==> src/rtl/ram_arbiter_if.sv <==
// Requester and RAM bus bundle for the data-RAM arbiter.
// slave is the arbiter's view; master is the surrounding system's view.
interface ram_arbiter_if #(
  parameter int ADDR_WIDTH = 32,
  parameter int DATA_WIDTH = 32
);
  logic                    m0_req_i;
  logic [ADDR_WIDTH-1:0]   m0_addr_i;
  logic                    m0_gnt_o;
  logic                    m0_rvalid_o;
  logic [DATA_WIDTH-1:0]   m0_rdata_o;

  logic                    m1_req_i;
  logic                    m1_we_i;
  logic [DATA_WIDTH/8-1:0] m1_be_i;
  logic [ADDR_WIDTH-1:0]   m1_addr_i;
  logic [DATA_WIDTH-1:0]   m1_wdata_i;
  logic                    m1_gnt_o;
  logic                    m1_rvalid_o;
  logic [DATA_WIDTH-1:0]   m1_rdata_o;

  logic                    ram_we_o;
  logic [ADDR_WIDTH-1:0]   ram_addr_o;
  logic [DATA_WIDTH-1:0]   ram_data_o;
  logic [DATA_WIDTH-1:0]   ram_data_i;

  modport slave (
    input  m0_req_i, m0_addr_i,
    input  m1_req_i, m1_we_i, m1_be_i,
    input  m1_addr_i, m1_wdata_i,
    input  ram_data_i,
    output m0_gnt_o, m0_rvalid_o, m0_rdata_o,
    output m1_gnt_o, m1_rvalid_o, m1_rdata_o,
    output ram_we_o, ram_addr_o, ram_data_o
  );

  modport master (
    output m0_req_i, m0_addr_i,
    output m1_req_i, m1_we_i, m1_be_i,
    output m1_addr_i, m1_wdata_i,
    output ram_data_i,
    input  m0_gnt_o, m0_rvalid_o, m0_rdata_o,
    input  m1_gnt_o, m1_rvalid_o, m1_rdata_o,
    input  ram_we_o, ram_addr_o, ram_data_o
  );
endinterface

==> src/rtl/ram_arbiter.sv <==
// Round-robin fetch vs load/store arbiter for a single-port data RAM.
// Partial-word stores are turned into a two-cycle read-modify-write.
module ram_arbiter #(
  parameter int ADDR_WIDTH = 32,
  parameter int DATA_WIDTH = 32
) (
  input  logic         clk_i,
  input  logic         rst_i,
  ram_arbiter_if.slave bus
);
  localparam int BW = DATA_WIDTH / 8;

  typedef enum logic {IDLE, RMW_WR} state_t;

  state_t                state, state_n;
  logic                  rr_last;
  logic [ADDR_WIDTH-1:0] addr_q;
  logic [DATA_WIDTH-1:0] merge_q, merge_n;
  logic                  rv0, rv1;
  logic [DATA_WIDTH-1:0] rdata0, rdata1;

  logic                  pick0, pick1;
  logic                  gnt0, gnt1;
  logic                  rd0, rd1, latch;
  logic                  we;
  logic [ADDR_WIDTH-1:0] addr;
  logic [DATA_WIDTH-1:0] wdata;

  always_comb begin
    merge_n = bus.ram_data_i;
    for (int n = 0; n < BW; n++) begin
      if (bus.m1_be_i[n]) begin
        merge_n[8*n +: 8] = bus.m1_wdata_i[8*n +: 8];
      end
    end
  end

  assign pick0 = bus.m0_req_i &
                 (~bus.m1_req_i | rr_last);
  assign pick1 = bus.m1_req_i & ~pick0;

  // Outputs are gated by reset so a write in flight drops at once.
  always_comb begin
    state_n = state;
    gnt0    = 1'b0;
    gnt1    = 1'b0;
    rd0     = 1'b0;
    rd1     = 1'b0;
    latch   = 1'b0;
    we      = 1'b0;
    addr    = '0;
    wdata   = '0;
    if (!rst_i) begin
      unique case (state)
        IDLE: begin
          if (pick0) begin
            addr = bus.m0_addr_i;
            gnt0 = 1'b1;
            rd0  = 1'b1;
          end else if (pick1) begin
            addr = bus.m1_addr_i;
            if (!bus.m1_we_i) begin
              gnt1 = 1'b1;
              rd1  = 1'b1;
            end else if (&bus.m1_be_i) begin
              we    = 1'b1;
              wdata = bus.m1_wdata_i;
              gnt1  = 1'b1;
            end else if (bus.m1_be_i == '0) begin
              gnt1 = 1'b1;
            end else begin
              latch   = 1'b1;
              state_n = RMW_WR;
            end
          end
        end
        RMW_WR: begin
          we      = 1'b1;
          addr    = addr_q;
          wdata   = merge_q;
          gnt1    = 1'b1;
          state_n = IDLE;
        end
        default: state_n = IDLE;
      endcase
    end
  end

  always_ff @(posedge clk_i or posedge rst_i) begin
    if (rst_i) begin
      state   <= IDLE;
      rr_last <= 1'b0;
      addr_q  <= '0;
      merge_q <= '0;
      rv0     <= 1'b0;
      rv1     <= 1'b0;
      rdata0  <= '0;
      rdata1  <= '0;
    end else begin
      state <= state_n;
      rv0   <= rd0;
      rv1   <= rd1;
      if (gnt0) rr_last <= 1'b0;
      else if (gnt1) rr_last <= 1'b1;
      if (latch) begin
        addr_q  <= bus.m1_addr_i;
        merge_q <= merge_n;
      end
      if (rd0) rdata0 <= bus.ram_data_i;
      if (rd1) rdata1 <= bus.ram_data_i;
    end
  end

  assign bus.m0_gnt_o    = gnt0;
  assign bus.m1_gnt_o    = gnt1;
  assign bus.m0_rvalid_o = rv0;
  assign bus.m1_rvalid_o = rv1;
  assign bus.m0_rdata_o  = rdata0;
  assign bus.m1_rdata_o  = rdata1;
  assign bus.ram_we_o    = we;
  assign bus.ram_addr_o  = addr;
  assign bus.ram_data_o  = wdata;
endmodule

==> src/flat_wrapper.sv <==
// flat-port wrapper written by rule: the top's interface ports become plain ports
module ram_arbiter_flat 
#(
  parameter int ADDR_WIDTH = 32,
  parameter int DATA_WIDTH = 32
)
  (clk_i, rst_i, bus_m0_req_i, bus_m0_addr_i, bus_m1_req_i, bus_m1_we_i, bus_m1_be_i, bus_m1_addr_i, bus_m1_wdata_i, bus_ram_data_i, bus_m0_gnt_o, bus_m0_rvalid_o, bus_m0_rdata_o, bus_m1_gnt_o, bus_m1_rvalid_o, bus_m1_rdata_o, bus_ram_we_o, bus_ram_addr_o, bus_ram_data_o);
  ram_arbiter_if #(.ADDR_WIDTH(ADDR_WIDTH), .DATA_WIDTH(DATA_WIDTH)) bus_i ();
  input  logic clk_i;
  input  logic rst_i;
  input wire logic [$bits(bus_i.m0_req_i)-1:0] bus_m0_req_i;
  input wire logic [$bits(bus_i.m0_addr_i)-1:0] bus_m0_addr_i;
  input wire logic [$bits(bus_i.m1_req_i)-1:0] bus_m1_req_i;
  input wire logic [$bits(bus_i.m1_we_i)-1:0] bus_m1_we_i;
  input wire logic [$bits(bus_i.m1_be_i)-1:0] bus_m1_be_i;
  input wire logic [$bits(bus_i.m1_addr_i)-1:0] bus_m1_addr_i;
  input wire logic [$bits(bus_i.m1_wdata_i)-1:0] bus_m1_wdata_i;
  input wire logic [$bits(bus_i.ram_data_i)-1:0] bus_ram_data_i;
  output wire logic [$bits(bus_i.m0_gnt_o)-1:0] bus_m0_gnt_o;
  output wire logic [$bits(bus_i.m0_rvalid_o)-1:0] bus_m0_rvalid_o;
  output wire logic [$bits(bus_i.m0_rdata_o)-1:0] bus_m0_rdata_o;
  output wire logic [$bits(bus_i.m1_gnt_o)-1:0] bus_m1_gnt_o;
  output wire logic [$bits(bus_i.m1_rvalid_o)-1:0] bus_m1_rvalid_o;
  output wire logic [$bits(bus_i.m1_rdata_o)-1:0] bus_m1_rdata_o;
  output wire logic [$bits(bus_i.ram_we_o)-1:0] bus_ram_we_o;
  output wire logic [$bits(bus_i.ram_addr_o)-1:0] bus_ram_addr_o;
  output wire logic [$bits(bus_i.ram_data_o)-1:0] bus_ram_data_o;
  assign bus_i.m0_req_i = bus_m0_req_i;
  assign bus_i.m0_addr_i = bus_m0_addr_i;
  assign bus_i.m1_req_i = bus_m1_req_i;
  assign bus_i.m1_we_i = bus_m1_we_i;
  assign bus_i.m1_be_i = bus_m1_be_i;
  assign bus_i.m1_addr_i = bus_m1_addr_i;
  assign bus_i.m1_wdata_i = bus_m1_wdata_i;
  assign bus_i.ram_data_i = bus_ram_data_i;
  assign bus_m0_gnt_o = bus_i.m0_gnt_o;
  assign bus_m0_rvalid_o = bus_i.m0_rvalid_o;
  assign bus_m0_rdata_o = bus_i.m0_rdata_o;
  assign bus_m1_gnt_o = bus_i.m1_gnt_o;
  assign bus_m1_rvalid_o = bus_i.m1_rvalid_o;
  assign bus_m1_rdata_o = bus_i.m1_rdata_o;
  assign bus_ram_we_o = bus_i.ram_we_o;
  assign bus_ram_addr_o = bus_i.ram_addr_o;
  assign bus_ram_data_o = bus_i.ram_data_o;
  ram_arbiter #(.ADDR_WIDTH(ADDR_WIDTH), .DATA_WIDTH(DATA_WIDTH)) u_core (.clk_i(clk_i), .rst_i(rst_i), .bus(bus_i));
endmodule
==> config.mk <==
export PLATFORM = sky130hd
export DESIGN_NAME = ram_arbiter_flat
export DESIGN_NICKNAME = d
export VERILOG_FILES = /design/src/rtl/ram_arbiter_if.sv /design/src/rtl/ram_arbiter.sv /design/src/flat_wrapper.sv
export SDC_FILE = /design/constraint.sdc
export NUM_CORES = 1
export LEC_CHECK = 0
export BUFFER_PORTS_ARGS = -buffer_cell sky130_fd_sc_hd__buf_2
export CAP_MARGIN = 20
export CORE_ASPECT_RATIO = 1.75
export CORE_UTILIZATION = 54
export DETAILED_ROUTE_END_ITERATION = 16
export GPL_TIMING_DRIVEN = 0
export PLACE_DENSITY_LB_ADDON = 0.25
export SETUP_SLACK_MARGIN = 0.02
export SLEW_MARGIN = 20
export SYNTH_ARGS = -nofsm -noshare
export SYNTH_HDL_FRONTEND = slang
export SYNTH_SLANG_ARGS = --single-unit
==> constraint.sdc <==
create_clock -name clk_i -period 13.3 [get_ports clk_i]
set_input_delay 2.66 -clock clk_i [delete_from_list [all_inputs] [get_ports clk_i]]
set_output_delay 2.66 -clock clk_i [all_outputs]
set_load 0.005 [all_outputs]
---- Yosys cells after proc, flatten, opt, wreduce, memory -nomap -nowiden ----
Index checks and enable logic that the tools add are counted.
storage, ports and cells
  register bits after elaboration ......... 132
  input port bits ......................... 137
  logic and storage cells ................. 62
cells by class
  multiplexer cells ....................... 45
  bitwise operators ....................... 6
  reductions and logical operators ........ 3
operators by type and width
  kind                              count
  two-way mux 32 bit                8
  case mux 32 bit (2 select lines)  2
  two-way mux 8 bit                 4
  two-way mux 1 bit                 28
  case mux 1 bit (2 select lines)   3
  zero test 4 bit                   1
  AND reduction 4 bit               1
  NOT 1 bit                         3
  bitwise AND 1 bit                 2
  nonzero test 2 bit                1
  bitwise OR 1 bit                  1

---- Longest topological paths before layout ----
  word-level depth ........................ 11
  depth in mapped cells ................... 6
  mapped depth without buffers ............ 3

---- Worst setup path before layout ----
Ideal clock, no wire load.
  path type ............................... input -> output
  from .................................... in rst_i
  to ...................................... out bus_ram_data_o[30]
  data arrival time ....................... 7464 ps
  setup slack ............................. 3176 ps
  stages on the path ...................... 5
  cell sequence ........................... buf_2 -> clkinv_1 -> clkbuf_1 -> nand3_1 -> o22ai_1
between the ends
  word-level cells in the longest chain between the ends .. 1
ends and longest elaborated chain
  element             RTL line            source
  from (decl)         flat_wrapper.sv:10  input logic rst_i;
  two-way mux 32 bit  ram_arbiter.sv:53   if (!rst_i) begin
  to (decl)           flat_wrapper.sv:27  output wire logic [$bits(bus_i.ram_data_o)-1:0] bus_ram_data_o;
No other way between the ends.

---- Worst setup path in the final report ----
  from .................................... in rst_i
  to ...................................... out bus_ram_data_o[21]
Same word-level chain as after synthesis.

==> impl_metrics.toml <==
[placement]
io_buffer_count = 263
detailed_place_hpwl_mm = 16.0
gp_congestion = 0.804
pre_cts_ws_ns = 6.25
placedInstanceArea_um2 = 8910

[clock_tree]
cts-resized-gates = 0
cts.reportedPaths.clkPinSlew_ns = 0.06
clock_latency_ns = 0.42
number_of_buffers_inserted_during_clock_tree_synthesis = 17
cts_tree = "done"
cts_max_level = 4
root_buffer = "clkbuf_16"
ctsHoldBuffers = 0
clock-sinks = 132
clk_path_buf_depth = 2
post-cts-setup-buffer-count = 0

[synthesis]
synth_seq_area_share_pct = 45.2
syn-instance-count = 635
synth-seq-cells = 132
netlist-cell-type-count = 29
syn_nets = 772
syn-cell-area_um2 = 7300
ys.warnings.count = 0
synth_top_flop_cell = "dfrtp_1"
synth_async_sr_flop_share_pct = 100
synth-edff-count = 0
syn-mean-instance-area_um2 = 11.5

[setup_path]
slowest_stage = "clkbuf_4"
rr_worst_depth = 5
worst_ep_arrival_time_ns = 4.38
crit_buf_inv = 6
rr_endpoint = "u_core.bus.m0_rdata_o[2]$_DFFE_PP0P_"
crit_chain = "buf_2 > clkinv_1 > clkbuf_4 > buf_16 > buf_12 > nand3_1 > o22ai_1 > buf_2"
worst_path_dominant_cell_family = "buffers and inverters"
timing.critical_path.mode_cell = "buf_2"
cp_slowest_stage_delay_ns = 0.38
path_type_of_the_worst_setup_path = "in -> out"
critical_path_required_ns = 10.64
start_kind = "primary input"
r2r_setup_slack_ns = 11.01
worstSetupEndpointType = "primary output"
critical_path.reg2reg.startpoint = "u_core.state$_DFFE_PP0N_"
critical_path.max_fanout = 51

[power]
power.share.switching_pct = 28.7
power.share.sequential_pct = 39.2
pwr-share-clk_pct = 32.4
internal_power_contribution_mw = 1.12
power.share.combinational_pct = 28.4
leakagePower_nw = 4.68
switchingPower_mw = 0.451
powerDensity_nw_per_um2 = 165
vdd_drop_max_v = 0.0000902

[timing]
finalMaxSlewViolations = 0
post-route-period-util_pct = 52.9
final.setup.worst_slack_ns = 6.26
finalHoldViolations = 0
setup-tns-final_ns = 0
max_clock_skew_ns = 0.00809
worstMarginPinSlew_ns = 0.611
fmaxAchievable_ghz = 0.142
period_needed_ns = 7.04
grt_setup_unrepaired = "no"
finalSetupViolCount = 0
max_slew_margin_pct = 59.3

[route]
drc = 0
via_per_inst = 5.70
avg_wl_per_cell_um = 19.8
route.final.wire_length_mm = 21.9
firstDrtPassIters = 5
drt_first_iter_violations = 329
detailroute.via_count = 6309
route.antenna.remaining_nets = 0

[global_routing]
global_route_wire_length_before_repair_mm = 34.4
overflow = 0
via_count_of_the_first_global_routing_pass = 6699
grt.total_usage_pct = 31.7
antenna_violations_before_repair = 1
largest_net_degree_at_the_start_of_global_routing = 52

[cells_and_area]
layout.filler_cells = 1023
area_delta_synth_final_pct = 30.8
drive_gt1_share_pct = 51.7
area_of_the_multi_input_gates_um2 = 3640
final_nets = 1057
register_area_um2 = 3300
postLayoutCellArea_um2 = 9550

[outcome]
outcome = "completed"

[floorplanning]
die_area_um2 = 14000
row_count = 55
floorplan.die.width_um = 89.9
height_of_the_die_um = 156
design.portCount = 270
floorplan.initialDensity_pct = 55.9
core_area_um2 = 13100

[hold_path]
whs_endpoint = "u_core.bus.m0_rdata_o[22]$_DFFE_PP0P_"
worst_hold_startpoint = "u_core.bus.m0_rdata_o[22]$_DFFE_PP0P_"
hold_path_class = "reg -> reg"
number_of_instances_on_the_worst_hold_path = 1

[run]
timing.max_cap.violations = 0
==> layout make-up <==
type	instances	area share, %
Clock buffer	19	4.53
Inverter	5	0.197
Antenna cell	2	0.0524
Clock inverter	13	2.08
Multi-Input combinational cell	435	38.1
Timing Repair Buffer	266	14.6
Buffer	63	3.66
Tap cell	171	2.24
Sequential cell	132	34.6
==> layer usage <==
layer	share of wire, %	vias to the layer above	global-route usage [%]
met5	0	-	0
met1	37	3109	33.7
met2	55	271	59.6
met3	5.7	47	7.21
met4	3.0	0	14.0
li1	-	2882	-
==> state kept, by name, indices dropped and copies added (netlist names) <==
name and count:
u_core.bus.m1_rdata_o 32, u_core.bus.m1_rvalid_o 1, u_core.rr_last 1, u_core.bus.m0_rvalid_o 1, u_core.merge_q 32, u_core.addr_q 32
u_core.state 1, u_core.bus.m0_rdata_o 32
==> cells in the mapped netlist (6+ instances only) <==
library cell / number / area [um2]
o22ai_1: 32 / 200
nand2_1: 71 / 267
mux2_2: 82 / 923
buf_1: 7 / 26.3
buf_6: 6 / 67.6
nand3_1: 59 / 295
nor2_1: 33 / 124
dfrtp_1: 132 / 3300
buf_2: 9 / 45.0
a21o_1: 33 / 248
mux2_4: 78 / 1170
a311oi_1: 32 / 280
clkbuf_1: 35 / 131
==> kinds of logic after synthesis <==
group / after synthesis / share of synthesized area, %
AO/OA/AOI/OAI: 106 / 11.1
buffers and inverters: 68 / 4.99
AND/OR/NAND/NOR: 169 / 10.1
flip-flops: 132 / 45.2
multiplexers: 160 / 28.7
==> worst max path at each step <==
stage                     startpoint                  to  slack [ns]  depth (start not counted)
after CTS                      rst_i        bus_m0_gnt_o        6.23                          6
final                          rst_i  bus_ram_data_o[21]        6.26                          8
after floorplan                rst_i  bus_ram_data_o[30]        3.18                          5
after global placement         rst_i  bus_ram_data_o[24]        1.28                          6
after detailed placement       rst_i        bus_m0_gnt_o        6.25                          6
after global routing           rst_i  bus_ram_data_o[24]        6.10                          8
==> per-stage QoR <==
stage	power, mW	hold slack (ns)	instances	utilization (%)
after global placement	1.04	0.482	1069	67.6
after detailed placement	1.06	0.488	1072	68.2
after global routing	1.64	0.508	1105	73.0
final	1.57	0.501	1106	73.0
after CTS	1.57	0.501	1104	73.0
after floorplan	0.886	0.481	635	-
==> cell usage in the layout, fill, tap and decap left out, drive strengths merged, types with 4 or more instances in the layout <==
cell type  netlist  routed
nor2            34      34
inv              4       8
nand2           71      71
clkbuf          35      54
clkinv           1       4
a311oi          32      32
o22ai           32      32
bufinv           0       4
buf             28     294
nand3           59      59
dfrtp          132     132
a21o            33      33
mux2           160     160
==> power groups by stage <==
stage	combinational (mW)	sequential, mW	clock, mW
after floorplan	0.275	0.611	0
after global placement	0.430	0.610	0
after detailed placement	0.444	0.616	0
after CTS	0.448	0.613	0.514
after global routing	0.481	0.630	0.530
final	0.446	0.616	0.509
(Power assumes the default switching activity.)
